## config.mk

```make
export PLATFORM = sky130hd
export DESIGN_NAME = aes128_encrypt_core
export DESIGN_NICKNAME = d
export VERILOG_FILES = /design/src/rtl/aes_pkg.sv /design/src/rtl/aes_key_step.sv /design/src/rtl/aes128_encrypt_core.sv
export SDC_FILE = /design/constraint.sdc
export NUM_CORES = 2
export LEC_CHECK = 0
export CAP_MARGIN = 5
export CORE_MARGIN = 2
export CORE_UTILIZATION = 38
export CTS_CLUSTER_DIAMETER = 150
export DETAILED_ROUTE_END_ITERATION = 8
export MAX_ROUTING_LAYER = met4
export PLACE_DENSITY = 0.52
export SYNTH_ARGS = -nofsm -noshare
export SYNTH_HDL_FRONTEND = slang
export SYNTH_SLANG_ARGS = --single-unit
```

## constraint.sdc

```tcl
create_clock -name clk -period 10.7 [get_ports clk]
set_input_delay 2.675 -clock clk [delete_from_list [all_inputs] [get_ports clk]]
set_output_delay 2.675 -clock clk [all_outputs]
set_load 0.02 [all_outputs]
```

## src/rtl/aes_pkg.sv

```systemverilog
// aes_pkg: shared AES constants and GF(2^8) helpers for the encrypt and decrypt datapaths.
package aes_pkg;

   typedef enum logic {IDLE, ROUNDS} state_e;

   localparam logic [7:0] RCON [1:10] = '{8'h01, 8'h02, 8'h04, 8'h08, 8'h10, 8'h20, 8'h40, 8'h80, 8'h1b, 8'h36};

   localparam logic [7:0] SBOX [256] = '{
      8'h63, 8'h7c, 8'h77, 8'h7b, 8'hf2, 8'h6b, 8'h6f, 8'hc5, 8'h30, 8'h01, 8'h67, 8'h2b, 8'hfe, 8'hd7, 8'hab, 8'h76,
      8'hca, 8'h82, 8'hc9, 8'h7d, 8'hfa, 8'h59, 8'h47, 8'hf0, 8'had, 8'hd4, 8'ha2, 8'haf, 8'h9c, 8'ha4, 8'h72, 8'hc0,
      8'hb7, 8'hfd, 8'h93, 8'h26, 8'h36, 8'h3f, 8'hf7, 8'hcc, 8'h34, 8'ha5, 8'he5, 8'hf1, 8'h71, 8'hd8, 8'h31, 8'h15,
      8'h04, 8'hc7, 8'h23, 8'hc3, 8'h18, 8'h96, 8'h05, 8'h9a, 8'h07, 8'h12, 8'h80, 8'he2, 8'heb, 8'h27, 8'hb2, 8'h75,
      8'h09, 8'h83, 8'h2c, 8'h1a, 8'h1b, 8'h6e, 8'h5a, 8'ha0, 8'h52, 8'h3b, 8'hd6, 8'hb3, 8'h29, 8'he3, 8'h2f, 8'h84,
      8'h53, 8'hd1, 8'h00, 8'hed, 8'h20, 8'hfc, 8'hb1, 8'h5b, 8'h6a, 8'hcb, 8'hbe, 8'h39, 8'h4a, 8'h4c, 8'h58, 8'hcf,
      8'hd0, 8'hef, 8'haa, 8'hfb, 8'h43, 8'h4d, 8'h33, 8'h85, 8'h45, 8'hf9, 8'h02, 8'h7f, 8'h50, 8'h3c, 8'h9f, 8'ha8,
      8'h51, 8'ha3, 8'h40, 8'h8f, 8'h92, 8'h9d, 8'h38, 8'hf5, 8'hbc, 8'hb6, 8'hda, 8'h21, 8'h10, 8'hff, 8'hf3, 8'hd2,
      8'hcd, 8'h0c, 8'h13, 8'hec, 8'h5f, 8'h97, 8'h44, 8'h17, 8'hc4, 8'ha7, 8'h7e, 8'h3d, 8'h64, 8'h5d, 8'h19, 8'h73,
      8'h60, 8'h81, 8'h4f, 8'hdc, 8'h22, 8'h2a, 8'h90, 8'h88, 8'h46, 8'hee, 8'hb8, 8'h14, 8'hde, 8'h5e, 8'h0b, 8'hdb,
      8'he0, 8'h32, 8'h3a, 8'h0a, 8'h49, 8'h06, 8'h24, 8'h5c, 8'hc2, 8'hd3, 8'hac, 8'h62, 8'h91, 8'h95, 8'he4, 8'h79,
      8'he7, 8'hc8, 8'h37, 8'h6d, 8'h8d, 8'hd5, 8'h4e, 8'ha9, 8'h6c, 8'h56, 8'hf4, 8'hea, 8'h65, 8'h7a, 8'hae, 8'h08,
      8'hba, 8'h78, 8'h25, 8'h2e, 8'h1c, 8'ha6, 8'hb4, 8'hc6, 8'he8, 8'hdd, 8'h74, 8'h1f, 8'h4b, 8'hbd, 8'h8b, 8'h8a,
      8'h70, 8'h3e, 8'hb5, 8'h66, 8'h48, 8'h03, 8'hf6, 8'h0e, 8'h61, 8'h35, 8'h57, 8'hb9, 8'h86, 8'hc1, 8'h1d, 8'h9e,
      8'he1, 8'hf8, 8'h98, 8'h11, 8'h69, 8'hd9, 8'h8e, 8'h94, 8'h9b, 8'h1e, 8'h87, 8'he9, 8'hce, 8'h55, 8'h28, 8'hdf,
      8'h8c, 8'ha1, 8'h89, 8'h0d, 8'hbf, 8'he6, 8'h42, 8'h68, 8'h41, 8'h99, 8'h2d, 8'h0f, 8'hb0, 8'h54, 8'hbb, 8'h16};

   function automatic logic [7:0] sbox(input logic [7:0] b);
      return SBOX[b];
   endfunction

   function automatic logic [7:0] xtime(input logic [7:0] b);
      return {b[6:0], 1'b0} ^ (b[7] ? 8'h1b : 8'h00);
   endfunction

endpackage

```

## src/rtl/aes_key_step.sv

```systemverilog
// aes_key_step: one AES-128 key-schedule step, previous round key to next round key.
module aes_key_step
   import aes_pkg::*;
(
   input  logic [127:0] rk_prev,
   input  logic [7:0]   rcon,
   output logic [127:0] rk_next
);

   logic [31:0] w0, w1, w2, w3, t, w4, w5, w6, w7;

   always_comb begin
      {w0, w1, w2, w3} = rk_prev;
      t = {sbox(w3[23:16]), sbox(w3[15:8]), sbox(w3[7:0]), sbox(w3[31:24])} ^ {rcon, 24'h0};
      w4 = w0 ^ t;
      w5 = w1 ^ w4;
      w6 = w2 ^ w5;
      w7 = w3 ^ w6;
      rk_next = {w4, w5, w6, w7};
   end

endmodule

```

## src/rtl/aes128_encrypt_core.sv

```systemverilog
// aes128_encrypt_core: iterative AES-128 encryption, one round per clock with
// the round key expanded on the fly alongside the state.
module aes128_encrypt_core
   import aes_pkg::*;
(
   input  logic         clk,
   input  logic         n_rst,
   input  logic         encryptEnable,
   input  logic [127:0] key,
   input  logic [127:0] inputData,
   output logic [127:0] outputData,
   output logic         dataReady,
   output logic         busy
);

   state_e       state_q, state_d;
   logic [3:0]   round_q, round_d;
   logic [127:0] st_q, st_d, rk_q, rk_d, out_q, out_d;
   logic         rdy_q, rdy_d;
   logic [127:0] rk_next, sr_w, mc_w;
   logic [7:0]   rcon;

   assign rcon = (state_q == ROUNDS) ? RCON[round_q] : 8'h00;

   aes_key_step u_key_step (
      .rk_prev (rk_q),
      .rcon    (rcon),
      .rk_next (rk_next)
   );

   // Byte i = 4*col + row; ShiftRows pulls row r from column (col + r) mod 4.
   for (genvar i = 0; i < 16; i++) begin : g_byte
      localparam int C = i / 4;
      localparam int R = i % 4;
      localparam int SRC = 4 * ((C + R) % 4) + R;
      localparam int B1 = 4 * C + (R + 1) % 4;
      localparam int B2 = 4 * C + (R + 2) % 4;
      localparam int B3 = 4 * C + (R + 3) % 4;
      assign sr_w[127-8*i -: 8] = sbox(st_q[127-8*SRC -: 8]);
      assign mc_w[127-8*i -: 8] = xtime(sr_w[127-8*i -: 8]) ^ xtime(sr_w[127-8*B1 -: 8])
                                  ^ sr_w[127-8*B1 -: 8] ^ sr_w[127-8*B2 -: 8] ^ sr_w[127-8*B3 -: 8];
   end

   always_comb begin
      state_d = state_q;
      round_d = round_q;
      st_d    = st_q;
      rk_d    = rk_q;
      out_d   = out_q;
      rdy_d   = 1'b0;
      if (state_q == IDLE) begin
         if (encryptEnable) begin
            st_d    = inputData ^ key;
            rk_d    = key;
            round_d = 4'd1;
            state_d = ROUNDS;
         end
      end else begin
         st_d    = ((round_q == 4'd10) ? sr_w : mc_w) ^ rk_next;
         rk_d    = rk_next;
         round_d = round_q + 4'd1;
         if (round_q == 4'd10) begin
            out_d   = sr_w ^ rk_next;
            rdy_d   = 1'b1;
            state_d = IDLE;
         end
      end
   end

   always_ff @(posedge clk or negedge n_rst) begin
      if (!n_rst) begin
         state_q <= IDLE;
         round_q <= 4'd0;
         st_q    <= 128'h0;
         rk_q    <= 128'h0;
         out_q   <= 128'h0;
         rdy_q   <= 1'b0;
      end else begin
         state_q <= state_d;
         round_q <= round_d;
         st_q    <= st_d;
         rk_q    <= rk_d;
         out_q   <= out_d;
         rdy_q   <= rdy_d;
      end
   end

   assign outputData = out_q;
   assign dataReady  = rdy_q;
   assign busy       = (state_q == ROUNDS);

endmodule

```

==> impl_results.rst <==
.. list-table::
   :header-rows: 1

   * - Metric
     - Value
   * - Number of clock buffers inserted by TritonCTS
     - 54
   * - Reg2Reg Capture Point
     - st_q[4]
   * - Top achievable clock speed
     - about 140 MHz
   * - Clock Skews
     - 0.05475 ns
   * - Largest stage delay on the critical path
     - 1.04 ns
   * - Post-synthesis area per instance
     - 7.083 um2
   * - CTS tree
     - yes
   * - Crit Path Class
     - reg -> reg
   * - Fraction of registers with async set or reset after synthesis
     - 100.0%
   * - Critical path capture point type
     - flip-flop
   * - Drt first pass iters
     - 8
   * - Yosys top cell by area
     - sky130_fd_sc_hd__dfrtp_1
   * - Cell count after synthesis
     - around 14000
   * - Total track usage
     - 44.56%
   * - Post-synthesis sequential element count
     - 390
   * - Aggregate global routing overflow
     - 0
   * - Beginning of the worst register-to-register path
     - rk_q[24]
   * - Top delay family on crit path
     - XOR/XNOR gates
   * - Via count of the first global-routing pass
     - 107400
   * - Predominant post-synthesis flop cell
     - sky130_fd_sc_hd__dfrtp_1
   * - Number of maximum-capacitance constraint violations
     - 1
   * - Number of buffer cells added on primary ports
     - around 390
   * - Weighted congestion at the end of routability-driven global placement
     - approximately 1.1
   * - Wirelength per Cell
     - between 30 and 40 um
   * - Clock latency on the worst-skew pair
     - 0.75 ns
   * - Height of the die
     - 506.9 um
   * - Global-route wire length before repair
     - just over 800000 um
   * - Share of the synthesized area in the top cell type
     - between 10% and 20%
   * - Final period util
     - 65.54%
   * - Placed wire-length estimate
     - 424700 um
   * - Netlist area before placement
     - 0.09611 mm2
   * - Initial Utilization
     - 38.23%
   * - Routed vias
     - ~120k
   * - Endpoints failing setup
     - 0
   * - Number of ports placed on the die boundary
     - between 300 and 400
   * - Aggregate negative setup slack
     - 0 ns
   * - Critical Path AT
     - 7.62 ns
   * - Biggest area contributors in the synthesized netlist
     - sky130_fd_sc_hd__dfrtp_1 (10%), sky130_fd_sc_hd__mux4_2 (6.2%), sky130_fd_sc_hd__a21oi_1 (5.7%)
   * - Terminating pin of the worst hold path
     - outputData[81]
   * - Relative max-transition margin
     - -0.3536%
   * - Crit Path Max Fanout
     - 23
   * - Worst Tran Pin Value
     - 1.503 ns
   * - Number of core rows
     - 184
   * - Starting DRC count in detailed routing
     - 22689
   * - Violations in the final reports
     - capacitance limit, slew limit
   * - CP most frequent cell
     - sky130_fd_sc_hd__xnor2_1
   * - Post-Synthesis Net Count
     - 14127
   * - Remaining DRCs
     - 0
   * - R2R Setup Slk
     - 3.69 ns
   * - Worst Setup SP
     - rk_q[24]
   * - Number of cells traversed by the worst register-to-register path
     - 14
   * - Post-CTS Setup Repair Bufs
     - 0
   * - Clk pin slew, worst setup/hold paths
     - roughly 0.06 ns
   * - Pin count of the biggest net entering global routing
     - 120
   * - Post-layout minimum cycle time
     - 7.013 ns
   * - Maximum root-to-sink buffer count
     - 3
   * - Number of enable flip-flop cells after synthesis
     - 0
   * - Slowest stage cell, crit path
     - sky130_fd_sc_hd__ha_1
   * - Clock Tree Root
     - sky130_fd_sc_hd__clkbuf_16
   * - Post-route ant nets
     - 0
   * - Crit path cell chain
     - buf_4 -> clkinv_1 -> ha_1 -> or2_2 -> a32oi_1 -> o221a_2 -> a2111oi_0 -> a211oi_1 -> xnor2_2 -> xnor2_1 -> xnor2_1 -> xor2_1 -> o22ai_1 -> or3_1
   * - Run status
     - finished with violations
   * - Yosys Warn Count
     - 0
   * - Setup repair after global routing missed its margin
     - no
   * - Sinks on Clock Net
     - 390
   * - Fillers
     - 26513
   * - Slew Limit Fails
     - 6
   * - Core region area
     - 0.2514 mm2
   * - Hold Buf Count CTS
     - 0
   * - Critical path depth
     - 14
   * - Via density per instance
     - roughly 7.3
   * - WP buf/inv
     - 2
   * - Count of endpoints failing hold in the final timing report
     - 0
   * - H-Tree Level Count
     - 2
   * - Die area
     - 0.2570 mm2
   * - Data required, critical path
     - roughly 11 ns
   * - Launching element type of the critical path
     - flip-flop
   * - Worst hold path depth
     - 2
   * - Worst Hold Class
     - reg -> reg
   * - Initial antenna violation count
     - 50
   * - Fraction of final layout cells sized beyond drive strength 1
     - 8.939%
   * - Post-CTS sizing
     - 0
   * - Final Net Count
     - 13331
   * - Synth unique cells
     - 119
   * - Worst hold path startpoint
     - outputData[81]
   * - Part of the Yosys area used for sequential elements
     - 10.15%
   * - Wire length reported by the detailed router
     - 588400 um
   * - Die width
     - 506.9 um
   * - Layout area overhead
     - 6.463%
==> state kept, by name, indices dropped and copies added (netlist names) <==
name,cells
outputData,128
dataReady,1
round_q,4
busy,1
rk_q,128
st_q,128
==> worst max path at each step <==
stage	to	slack, ns
2_1_floorplan	st_q[115]	6.14
3_3_place_gp	st_q[4]	3.84
3_5_place_dp	st_q[4]	4.09
4_1_cts	st_q[4]	4.10
5_1_grt	st_q[4]	3.81
6_report	st_q[4]	3.69
==> synthesized netlist by cell type, types with 94 or more instances <==
library cell and number:
sky130_fd_sc_hd__o311ai_0 197, sky130_fd_sc_hd__nor3_1 367, sky130_fd_sc_hd__buf_2 471, sky130_fd_sc_hd__mux2i_1 243, sky130_fd_sc_hd__and3_1 119, sky130_fd_sc_hd__nand2_1 1141, sky130_fd_sc_hd__a2111oi_0 94, sky130_fd_sc_hd__and2_1 116
sky130_fd_sc_hd__a21o_1 106, sky130_fd_sc_hd__or2_2 110, sky130_fd_sc_hd__dfrtp_1 390, sky130_fd_sc_hd__ha_1 298, sky130_fd_sc_hd__a311oi_1 189, sky130_fd_sc_hd__a31oi_1 255, sky130_fd_sc_hd__inv_1 204, sky130_fd_sc_hd__a21oi_1 1089
sky130_fd_sc_hd__xnor2_1 613, sky130_fd_sc_hd__nor2b_1 437, sky130_fd_sc_hd__clkbuf_1 902, sky130_fd_sc_hd__or3_1 103, sky130_fd_sc_hd__xor2_1 264, sky130_fd_sc_hd__o31ai_1 153, sky130_fd_sc_hd__a211oi_1 331, sky130_fd_sc_hd__mux4_2 265
sky130_fd_sc_hd__o21ai_0 1087, sky130_fd_sc_hd__nor2_1 927, sky130_fd_sc_hd__nand3_1 404, sky130_fd_sc_hd__buf_1 169, sky130_fd_sc_hd__a221oi_1 105, sky130_fd_sc_hd__o211ai_1 291, sky130_fd_sc_hd__nand2b_1 458
==> final cells by class <==
type                       instances  area [um2]  share of cell area [%]
timing repair buffer             761        6755                   6.602
clock buffer                      77        1548                   1.513
inverter                         254       958.4                  0.9366
sequential                       390        9912                   9.687
tap                             3348        4189                   4.094
multi-input combinational      11313       78540                   76.75
antenna                           43       107.6                  0.1052
clock inverter                    25       320.3                  0.3130
==> through the flow <==
| stage | util [%] | setup WS (ns) | hold slack [ns] | area (um2) | instances |
|---|---|---|---|---|---|
| after global routing | 40.70 | 3.808 | 0.4963 | 102300 | 16206 |
| after global placement | 39.90 | 3.845 | 0.4595 | 100300 | 16061 |
| after floorplan | - | 6.139 | 0.5314 | 96110 | 13570 |
| after detailed placement | 39.91 | 4.091 | 0.4665 | 100300 | 16064 |
| final | 40.70 | 3.687 | 0.4781 | 102300 | 16211 |
| after CTS | 40.65 | 4.104 | 0.4818 | 102200 | 16166 |
==> placed cells by master (no fill, tap or decap), drive strengths merged, types with 65 or more instances in the layout <==
cell           Yosys  routed
and2             126     126
a221oi           106     106
a211o             91      91
o31ai            156     156
xor2             280     280
xnor2            636     636
o211ai           293     293
a311o             65      65
o22ai             86      86
and3             119     119
a311oi           195     195
ha               298     298
a31oi            257     257
nand3            404     404
inv              213     217
mux2i            245     245
nor2             929     929
mux4             265     265
a211oi           340     340
clkbuf           904      77
nor3b             84      84
buf              709     375
nand2b           458     458
clkdlybuf4s50      0     386
nand2           1141    1141
mux2              69      69
or3              103     103
nor2b            437     437
a21oi           1089    1089
nor3             368     368
a2111oi           97      97
o311ai           219     219
o21ai           1127    1127
o221ai            84      84
dfrtp            390     390
or2              122     122
a21o             106     106
==> metal layers <==
layer,track usage (%),vias to the layer above,wire length (um)
met4,28.32,0,48070
li1,-,49235,-
met1,55.77,57585,223200
met3,9.557,1811,66560
met5,-,-,0
met2,64.80,9555,250500
==> kinds of logic (layout without fill, tap and decap cells) <==
logic type,Yosys count,in the layout,share of synthesized area [%]
AOI/OAI and AO/OA,4970,4970,35.13
xor gates and xnor gates,960,960,9.752
adders and majority gates,300,300,3.900
buffers and inverters,1867,1117,8.204
DFF,390,390,10.15
muxes,579,579,9.577
other,0,43,0
and+or+nand+nor,4504,4504,23.28
==> worst reg2reg max path, cell delays in order, from the launching register on <==
cell and delay [ns]:
sky130_fd_sc_hd__dfrtp_1 0.33, sky130_fd_sc_hd__buf_4 0.36, sky130_fd_sc_hd__clkinv_1 0.64, sky130_fd_sc_hd__ha_1 1.04
sky130_fd_sc_hd__or2_2 0.28, sky130_fd_sc_hd__a32oi_1 0.11, sky130_fd_sc_hd__o221a_2 0.35, sky130_fd_sc_hd__a2111oi_0 0.79
sky130_fd_sc_hd__a211oi_1 0.31, sky130_fd_sc_hd__xnor2_2 0.69, sky130_fd_sc_hd__xnor2_1 0.54, sky130_fd_sc_hd__xnor2_1 0.72
sky130_fd_sc_hd__xor2_1 0.23, sky130_fd_sc_hd__o22ai_1 0.15, sky130_fd_sc_hd__or3_1 0.37
Power is left out: the tool's default activity adds up to more than one toggle a clock period on the data nets, which glitch-free logic cannot reach.
